### src/rtl/gpmc_wb_pkg.sv
// Shared types and defaults for the GPMC-to-Wishbone bridge.
// Holds the FSM state encoding and the default bus widths and error read data.
package gpmc_wb_pkg;

  localparam int ADDR_W_DEF = 16;
  localparam int DATA_W_DEF = 16;
  localparam logic [15:0] ERR_DATA_DEF = 16'hDEAD;

  typedef enum logic [1:0] {
    IDLE    = 2'd0,
    WB_WR   = 2'd1,
    WB_RD   = 2'd2,
    RD_HOLD = 2'd3
  } state_t;

endpackage

### src/rtl/gpmc_wb_bridge_if.sv
// Wishbone classic single-master bus between the bridge and its downstream slave.
// A transfer completes on any clk edge where wbm_cyc, wbm_stb and wbm_ack are all 1;
// the master holds adr/dat_o/we stable while stb is high, the slave raises ack for one cycle.
interface gpmc_wb_bridge_if #(
  parameter int ADDR_W = 16,
  parameter int DATA_W = 16
);

  logic [ADDR_W-1:0] wbm_adr;
  logic [DATA_W-1:0] wbm_dat_o;
  logic [DATA_W-1:0] wbm_dat_i;
  logic              wbm_we;
  logic              wbm_cyc;
  logic              wbm_stb;
  logic              wbm_ack;

  modport master (
    output wbm_adr, wbm_dat_o, wbm_we, wbm_cyc, wbm_stb,
    input  wbm_dat_i, wbm_ack
  );

  modport slave (
    input  wbm_adr, wbm_dat_o, wbm_we, wbm_cyc, wbm_stb,
    output wbm_dat_i, wbm_ack
  );

endinterface

### src/rtl/gpmc_sync.sv
// N-stage flip-flop synchroniser for asynchronous GPMC inputs.
// Every bit shares the same stage count; the reset value is per instance.
module gpmc_sync #(
  parameter int             W       = 1,
  parameter int             STAGES  = 2,
  parameter logic [W-1:0]   RST_VAL = '0
) (
  input  logic         clk,
  input  logic         rst_n,
  input  logic [W-1:0] d,
  output logic [W-1:0] q
);

  logic [W-1:0] stg [STAGES];

  always_ff @(posedge clk or negedge rst_n) begin
    if (!rst_n) begin
      for (int i = 0; i < STAGES; i++) stg[i] <= RST_VAL;
    end else begin
      stg[0] <= d;
      for (int i = 1; i < STAGES; i++) stg[i] <= stg[i-1];
    end
  end

  assign q = stg[STAGES-1];

endmodule

### src/rtl/gpmc_wb_bridge.sv
// GPMC multiplexed address/data bus to Wishbone master bridge.
// Strobes and AD are resynchronised into clk; each GPMC access becomes one Wishbone cycle.
module gpmc_wb_bridge
  import gpmc_wb_pkg::*;
#(
  parameter int                ADDR_W      = ADDR_W_DEF,
  parameter int                DATA_W      = DATA_W_DEF,
  parameter int                SYNC_STAGES = 2,
  parameter int                TIMEOUT     = 255,
  parameter logic [DATA_W-1:0] ERR_DATA    = DATA_W'(ERR_DATA_DEF)
) (
  input  logic              clk,
  input  logic              rst_n,
  input  logic              gpmc_csn,
  input  logic              gpmc_advn,
  input  logic              gpmc_oen,
  input  logic              gpmc_wen,
  input  logic [DATA_W-1:0] gpmc_ad_in,
  output logic [DATA_W-1:0] gpmc_ad_out,
  output logic              gpmc_ad_oe,
  gpmc_wb_bridge_if.master  wb,
  output logic              err_o,
  output state_t            fsm_state
);

  localparam int CNT_W = $clog2(TIMEOUT + 1);
  localparam logic [CNT_W-1:0] CNT_LAST = CNT_W'(TIMEOUT - 1);

  logic [3:0]        strb_s;
  logic [DATA_W-1:0] ad_s;
  logic              csn_s, advn_s, oen_s, wen_s;
  logic              oen_d, wen_d;
  logic              wen_rise, oen_fall;
  logic              wr_evt_q, rd_evt_q;
  logic [ADDR_W-1:0] adr_q;
  logic [DATA_W-1:0] wdat_q;
  logic [DATA_W-1:0] rdat_q;

  state_t            state;
  logic [CNT_W-1:0]  cnt;
  logic [ADDR_W-1:0] adr_r;
  logic [DATA_W-1:0] dat_r;
  logic              we_r, cyc_r, stb_r, err_r;

  gpmc_sync #(
    .W       (4),
    .STAGES  (SYNC_STAGES),
    .RST_VAL (4'hF)
  ) u_sync_strb (
    .clk   (clk),
    .rst_n (rst_n),
    .d     ({gpmc_csn, gpmc_advn, gpmc_oen, gpmc_wen}),
    .q     (strb_s)
  );

  gpmc_sync #(
    .W       (DATA_W),
    .STAGES  (SYNC_STAGES),
    .RST_VAL ('0)
  ) u_sync_ad (
    .clk   (clk),
    .rst_n (rst_n),
    .d     (gpmc_ad_in),
    .q     (ad_s)
  );

  assign {csn_s, advn_s, oen_s, wen_s} = strb_s;

  // Reads are only accepted in the data phase; an OEN fall during ADVN is an illegal overlap.
  assign wen_rise = wen_s & ~wen_d & ~csn_s;
  assign oen_fall = ~oen_s & oen_d & ~csn_s & advn_s;

  always_ff @(posedge clk or negedge rst_n) begin
    if (!rst_n) begin
      oen_d    <= 1'b1;
      wen_d    <= 1'b1;
      wr_evt_q <= 1'b0;
      rd_evt_q <= 1'b0;
      adr_q    <= '0;
      wdat_q   <= '0;
    end else begin
      oen_d    <= oen_s;
      wen_d    <= wen_s;
      wr_evt_q <= wen_rise;
      rd_evt_q <= oen_fall;
      if (!csn_s && !advn_s) adr_q <= ad_s[ADDR_W-1:0];
      if (wen_rise) wdat_q <= ad_s;
    end
  end

  // Events seen outside IDLE are simply not consumed; there is no queueing.
  always_ff @(posedge clk or negedge rst_n) begin
    if (!rst_n) begin
      state  <= IDLE;
      cnt    <= '0;
      adr_r  <= '0;
      dat_r  <= '0;
      we_r   <= 1'b0;
      cyc_r  <= 1'b0;
      stb_r  <= 1'b0;
      err_r  <= 1'b0;
      rdat_q <= '0;
    end else begin
      err_r <= 1'b0;
      unique case (state)
        IDLE: begin
          if (wr_evt_q) begin
            state <= WB_WR;
            cnt   <= '0;
            adr_r <= adr_q;
            dat_r <= wdat_q;
            we_r  <= 1'b1;
            cyc_r <= 1'b1;
            stb_r <= 1'b1;
          end else if (rd_evt_q) begin
            state <= WB_RD;
            cnt   <= '0;
            adr_r <= adr_q;
            dat_r <= wdat_q;
            we_r  <= 1'b0;
            cyc_r <= 1'b1;
            stb_r <= 1'b1;
          end
        end
        WB_WR, WB_RD: begin
          if (wb.wbm_ack) begin
            cyc_r <= 1'b0;
            stb_r <= 1'b0;
            we_r  <= 1'b0;
            if (state == WB_RD) begin
              rdat_q <= wb.wbm_dat_i;
              state  <= RD_HOLD;
            end else begin
              state <= IDLE;
            end
          end else if (cnt == CNT_LAST) begin
            cyc_r <= 1'b0;
            stb_r <= 1'b0;
            we_r  <= 1'b0;
            err_r <= 1'b1;
            if (state == WB_RD) begin
              rdat_q <= ERR_DATA;
              state  <= RD_HOLD;
            end else begin
              state <= IDLE;
            end
          end else begin
            cnt <= cnt + 1'b1;
          end
        end
        RD_HOLD: begin
          if (oen_s || csn_s) state <= IDLE;
        end
        default: state <= IDLE;
      endcase
    end
  end

  // Pad drive is gated by the live synchronised strobes so it releases in the same cycle.
  assign gpmc_ad_oe  = (state == RD_HOLD) && !oen_s && !csn_s && advn_s;
  assign gpmc_ad_out = rdat_q;

  assign wb.wbm_adr   = adr_r;
  assign wb.wbm_dat_o = dat_r;
  assign wb.wbm_we    = we_r;
  assign wb.wbm_cyc   = cyc_r;
  assign wb.wbm_stb   = stb_r;
  assign err_o        = err_r;
  assign fsm_state    = state;

endmodule
### src/flat_wrapper.sv
// flat-port wrapper written by rule: the top's interface ports become plain ports
module gpmc_wb_bridge_flat import gpmc_wb_pkg::*;
#(
  parameter int                ADDR_W      = ADDR_W_DEF,
  parameter int                DATA_W      = DATA_W_DEF,
  parameter int                SYNC_STAGES = 2,
  parameter int                TIMEOUT     = 255,
  parameter logic [DATA_W-1:0] ERR_DATA    = DATA_W'(ERR_DATA_DEF)
)
  (clk, rst_n, gpmc_csn, gpmc_advn, gpmc_oen, gpmc_wen, gpmc_ad_in, gpmc_ad_out, gpmc_ad_oe, err_o, fsm_state, wb_wbm_adr, wb_wbm_dat_o, wb_wbm_we, wb_wbm_cyc, wb_wbm_stb, wb_wbm_dat_i, wb_wbm_ack);
  gpmc_wb_bridge_if #(.ADDR_W(ADDR_W), .DATA_W(DATA_W)) wb_i ();
  input  logic clk;
  input  logic rst_n;
  input  logic gpmc_csn;
  input  logic gpmc_advn;
  input  logic gpmc_oen;
  input  logic gpmc_wen;
  input  logic [DATA_W-1:0] gpmc_ad_in;
  output logic [DATA_W-1:0] gpmc_ad_out;
  output logic gpmc_ad_oe;
  output logic err_o;
  output state_t fsm_state;
  output wire logic [$bits(wb_i.wbm_adr)-1:0] wb_wbm_adr;
  output wire logic [$bits(wb_i.wbm_dat_o)-1:0] wb_wbm_dat_o;
  output wire logic [$bits(wb_i.wbm_we)-1:0] wb_wbm_we;
  output wire logic [$bits(wb_i.wbm_cyc)-1:0] wb_wbm_cyc;
  output wire logic [$bits(wb_i.wbm_stb)-1:0] wb_wbm_stb;
  input wire logic [$bits(wb_i.wbm_dat_i)-1:0] wb_wbm_dat_i;
  input wire logic [$bits(wb_i.wbm_ack)-1:0] wb_wbm_ack;
  assign wb_wbm_adr = wb_i.wbm_adr;
  assign wb_wbm_dat_o = wb_i.wbm_dat_o;
  assign wb_wbm_we = wb_i.wbm_we;
  assign wb_wbm_cyc = wb_i.wbm_cyc;
  assign wb_wbm_stb = wb_i.wbm_stb;
  assign wb_i.wbm_dat_i = wb_wbm_dat_i;
  assign wb_i.wbm_ack = wb_wbm_ack;
  gpmc_wb_bridge #(.ADDR_W(ADDR_W), .DATA_W(DATA_W), .SYNC_STAGES(SYNC_STAGES), .TIMEOUT(TIMEOUT), .ERR_DATA(ERR_DATA)) u_core (.clk(clk), .rst_n(rst_n), .gpmc_csn(gpmc_csn), .gpmc_advn(gpmc_advn), .gpmc_oen(gpmc_oen), .gpmc_wen(gpmc_wen), .gpmc_ad_in(gpmc_ad_in), .gpmc_ad_out(gpmc_ad_out), .gpmc_ad_oe(gpmc_ad_oe), .wb(wb_i), .err_o(err_o), .fsm_state(fsm_state));
endmodule
### config.mk
export PLATFORM = sky130hd
export DESIGN_NAME = gpmc_wb_bridge_flat
export DESIGN_NICKNAME = d
export VERILOG_FILES = /design/src/rtl/gpmc_wb_pkg.sv /design/src/rtl/gpmc_wb_bridge_if.sv /design/src/rtl/gpmc_sync.sv /design/src/rtl/gpmc_wb_bridge.sv /design/src/flat_wrapper.sv
export SDC_FILE = /design/constraint.sdc
export NUM_CORES = 1
export LEC_CHECK = 0
export CAP_MARGIN = 25
export CORE_UTILIZATION = 25
export CTS_CLUSTER_DIAMETER = 120
export DETAILED_ROUTE_END_ITERATION = 8
export GPL_ROUTABILITY_DRIVEN = 0
export PLACE_DENSITY_LB_ADDON = 0.25
export SLEW_MARGIN = 15
export SYNTH_ARGS = -nofsm -noshare
export SYNTH_HDL_FRONTEND = slang
export SYNTH_SLANG_ARGS = --single-unit
export TNS_END_PERCENT = 100
### constraint.sdc
create_clock -name clk -period 1.8 [get_ports clk]
set_input_delay 0.36 -clock clk [delete_from_list [all_inputs] [get_ports clk]]
set_output_delay 0.36 -clock clk [all_outputs]
set_load 0.005 [all_outputs]
==> results of run 1 <==
## power by group through the flow
| stage | Clock [mW] | Combinational [mW] | Sequential [mW] |
|---|---|---|---|
| final | 3.35 | 3.68 | 4.45 |
| after global routing | 3.62 | 4.04 | 4.57 |
| after CTS | 3.47 | 3.53 | 4.45 |
| after detailed placement | 0 | 3.41 | 4.49 |
| after global placement | 0 | 3.33 | 4.47 |
| after floorplan | 0 | 1.54 | 4.42 |
## layout make-up
cell class              count  area [µm²]  area share, %
multi-input cells         169        1570          21.81
well taps                 265       331.6          4.606
inverters                  10       42.54         0.5910
clock buffers              21       450.4          6.258
flip-flops and latches    137        3442          47.82
repair buffers            125        1237          17.19
clock inverters            11       123.9          1.721
## flip-flops by register name, summed over array words and instances (netlist names)
signal and flops:
u_core.rd_evt_q 1, u_core.wb.wbm_adr 16, u_core.oen_d 1, u_core.u_sync_ad.q 16, u_core.gpmc_ad_out 16, u_core.adr_q 16, u_core.u_sync_strb.stg 4, u_core.wr_evt_q 1
u_core.wdat_q 16, u_core.u_sync_strb.q 4, u_core.wen_d 1, u_core.cnt 8, u_core.fsm_state 2, u_core.u_sync_ad.stg 16, u_core.wb.wbm_we 1, u_core.wb.wbm_cyc 1
u_core.err_o 1, u_core.wb.wbm_dat_o 16
## routing by layer
| layer | track usage [%] | wire [µm] |
|---|---|---|
| met5 | 0 | 0 |
| met4 | 4.875 | 137 |
| met1 | 14.19 | 5095 |
| met2 | 18.22 | 4945 |
| met3 | 3.377 | 655 |
## per-stage QoR
stage | util (%) | setup slack (ns) | hold WS, ns | area (µm²)
floorplan | - | 0.01370 | 0.06441 | 5072
global placement | 32.89 | -0.1163 | 0.2668 | 6465
detailed placement | 32.89 | -0.1770 | 0.2680 | 6465
CTS | 36.19 | -0.02083 | 0.3362 | 7112
global route | 36.62 | -0.01022 | 0.3449 | 7198
finish | 36.62 | 0.03035 | 0.3452 | 7198
## repair_timing
item,in CTS,in global routing
hold buffers,1,0
resized for setup,12,13
endpoints found under the setup margin,19,21
cloned,0,0
pin swaps,2,6
setup buffers,5,6
hold endpoints to repair,25,0
## synthesized netlist by cell type (4+ instances only)
| cell | instances |
|---|---|
| nand4_1 | 6 |
| dfstp_2 | 10 |
| and3_1 | 4 |
| nand2_1 | 10 |
| o211ai_1 | 4 |
| nor2_1 | 4 |
| ha_1 | 7 |
| dfrtp_1 | 127 |
| o21a_1 | 11 |
| buf_2 | 7 |
| nand4b_1 | 12 |
| nand3_1 | 5 |
| mux2_2 | 64 |
| clkbuf_1 | 8 |
| inv_1 | 10 |
| o21ai_1 | 6 |
## kinds of logic after synthesis
family	Yosys count	synth area share [%]
adders and majority gates	7	1.730
muxes	66	14.68
buffers and inverters	28	2.621
DFF	137	67.99
AOI/OAI and AO/OA	39	5.687
and+or+nand+nor	57	7.293
## worst max path at each step
stage / to / slack (ns) / cells after the start
after floorplan: u_core.cnt[4] / 0.01 / 7
after global placement: u_core.gpmc_ad_out[4] / -0.12 / 4
after detailed placement: u_core.gpmc_ad_out[12] / -0.18 / 4
after CTS: u_core.cnt[1] / -0.02 / 7
after global routing: u_core.fsm_state[0] / -0.01 / 7
final: u_core.fsm_state[0] / 0.03 / 7
==> impl_metrics.json, run 1 <==
{
  "outcome": "complete, no violations",
  "worstMarginPinSlew_ns": 0.4062,
  "synth_top_area_share_pct": 62.79,
  "die_x_um": 144.3,
  "clock_latency_ns": 0.41,
  "clock_sinks": 137,
  "dpl.hpwl_mm": 7.037,
  "power_frac_seq_pct": 38.7,
  "yosys-top-cells-area": "dfrtp_1 (63%), mux2_2 (14%), dfstp_2 (5.2%)",
  "finalMaxSlewViolations": 0,
  "final_common_cell": "dfrtp_1",
  "clk_path_buf_depth": 2,
  "p_leak_nw": 3.010,
  "rrSetupSlack_ns": 0.03,
  "top_level_ports": 94,
  "crit_chain": "buf_6 > inv_6 > ha_4 > nor3b_4 > buf_4 > a221o_1 > mux2_4",
  "grt_first_pass_wirelength_mm": 17.78,
  "syn_area_um2": 5061,
  "drtAntennaViolNets": 0,
  "critPathKind": "reg2reg",
  "die_area_um2": 20820,
  "total_power_mw": 11.48,
  "layout_common_cells": "dfrtp_1 (126), clkdlybuf4s50_1 (89), mux2_2 (64), buf_4 (24), clkbuf_16 (17)",
  "synth_edf_count": 0,
  "p_comb_share_pct": 32.1,
  "final_cells": 738,
  "placedCellCount": 694,
  "cp_max_fo": 4,
  "antenna_found_initial": 0,
  "ys_types": 42,
  "area_delta_synth_final_pct": 42.22,
  "reg2regPathDepth": 7,
  "p_sw_share_pct": 27.89,
  "vias": 3117,
  "htreeDepth": 4,
  "drt-initial-drc-count": 162,
  "drv_cap": 0,
  "totalWireLength_mm": 10.83,
  "cts_tree": "built",
  "die_y_um": 144.3,
  "hold_path_class": "reg2reg",
  "hold_violations": 0,
  "slowest_stage": "dfrtp_1",
  "critPathCaptureType": "flip-flop",
  "ys_seq_area_share_pct": 67.99,
  "drcViolationCount": 0,
  "track_usage_pct": 11.37,
  "ir_drop_uv": 648.5,
  "syn_inst": 334,
  "cpPeakStageDelay_ns": 0.41,
  "timing.rr.start": "u_core.fsm_state[0]",
  "yosys.area.top_type": "dfrtp_1",
  "nFillCells": 1915,
  "setup.worst_path.start_class": "flip-flop",
  "crit_family": "flip-flops",
  "cts.clk_slew.worst_paths_ns": 0.06,
  "startpoint": "u_core.fsm_state[0]",
  "power_density_nw_per_um2": 1594,
  "hold_end": "u_core.u_sync_ad.q[6]",
  "min_path_cells": 0,
  "setup_viol": 0,
  "fmax_mhz": 565.1,
  "relSlewSlack_pct": 72.82,
  "synth-seq-cells": 137,
  "tritoncts.num_buffers": 17,
  "final_nets": 506,
  "worstPathArrival_ns": 2.06,
  "period_share_pct": 98.31,
  "setup_tns_ns": 0,
  "via_per_inst": 4.224,
  "ys_warn_count": 0,
  "drive_above_1_share_pct": 33.19,
  "detail_route.wl_per_cell_um": 14.68,
  "worst-path-buf-inv": 3,
  "final.setup_skew_ns": 0.01267,
  "firstDrtPassIters": 4,
  "p_switching_mw": 3.201,
  "num_antenna_cells": 0,
  "clockPowerShare_pct": 29.2,
  "final.min_clock_period_ns": 1.770,
  "grt_start_max_net_pins": 45,
  "initial_core_util_pct": 25.75,
  "port_buffers": 93,
  "gr-total-overflow": 0,
  "required_ns": 2.09,
  "clock-root-buffer": "clkbuf_16",
  "avgSynthCellArea_um2": 15.15,
  "syn-num-nets": 380,
  "std_cell_rows": 51,
  "min_from": "u_core.u_sync_ad.stg[22]",
  "r2r-end": "u_core.fsm_state[0]",
  "ys.flop_type": "dfrtp_1",
  "p_int_mw": 8.276,
  "postSynth.asyncResetShare_pct": 100.0,
  "fp.coreArea_um2": 19650,
  "grt_pass1_vias": 3439
}
Note: power is estimated with default switching activity, not from simulation.
==> inputs of run 2 (changes only) <==
Settings changed: ABC_CLOCK_PERIOD_IN_PS set to 1800, SLEW_MARGIN 15 to 10.
==> results of run 2 <==
No change in the layout: final DEF, timing and power equal those of run 1.
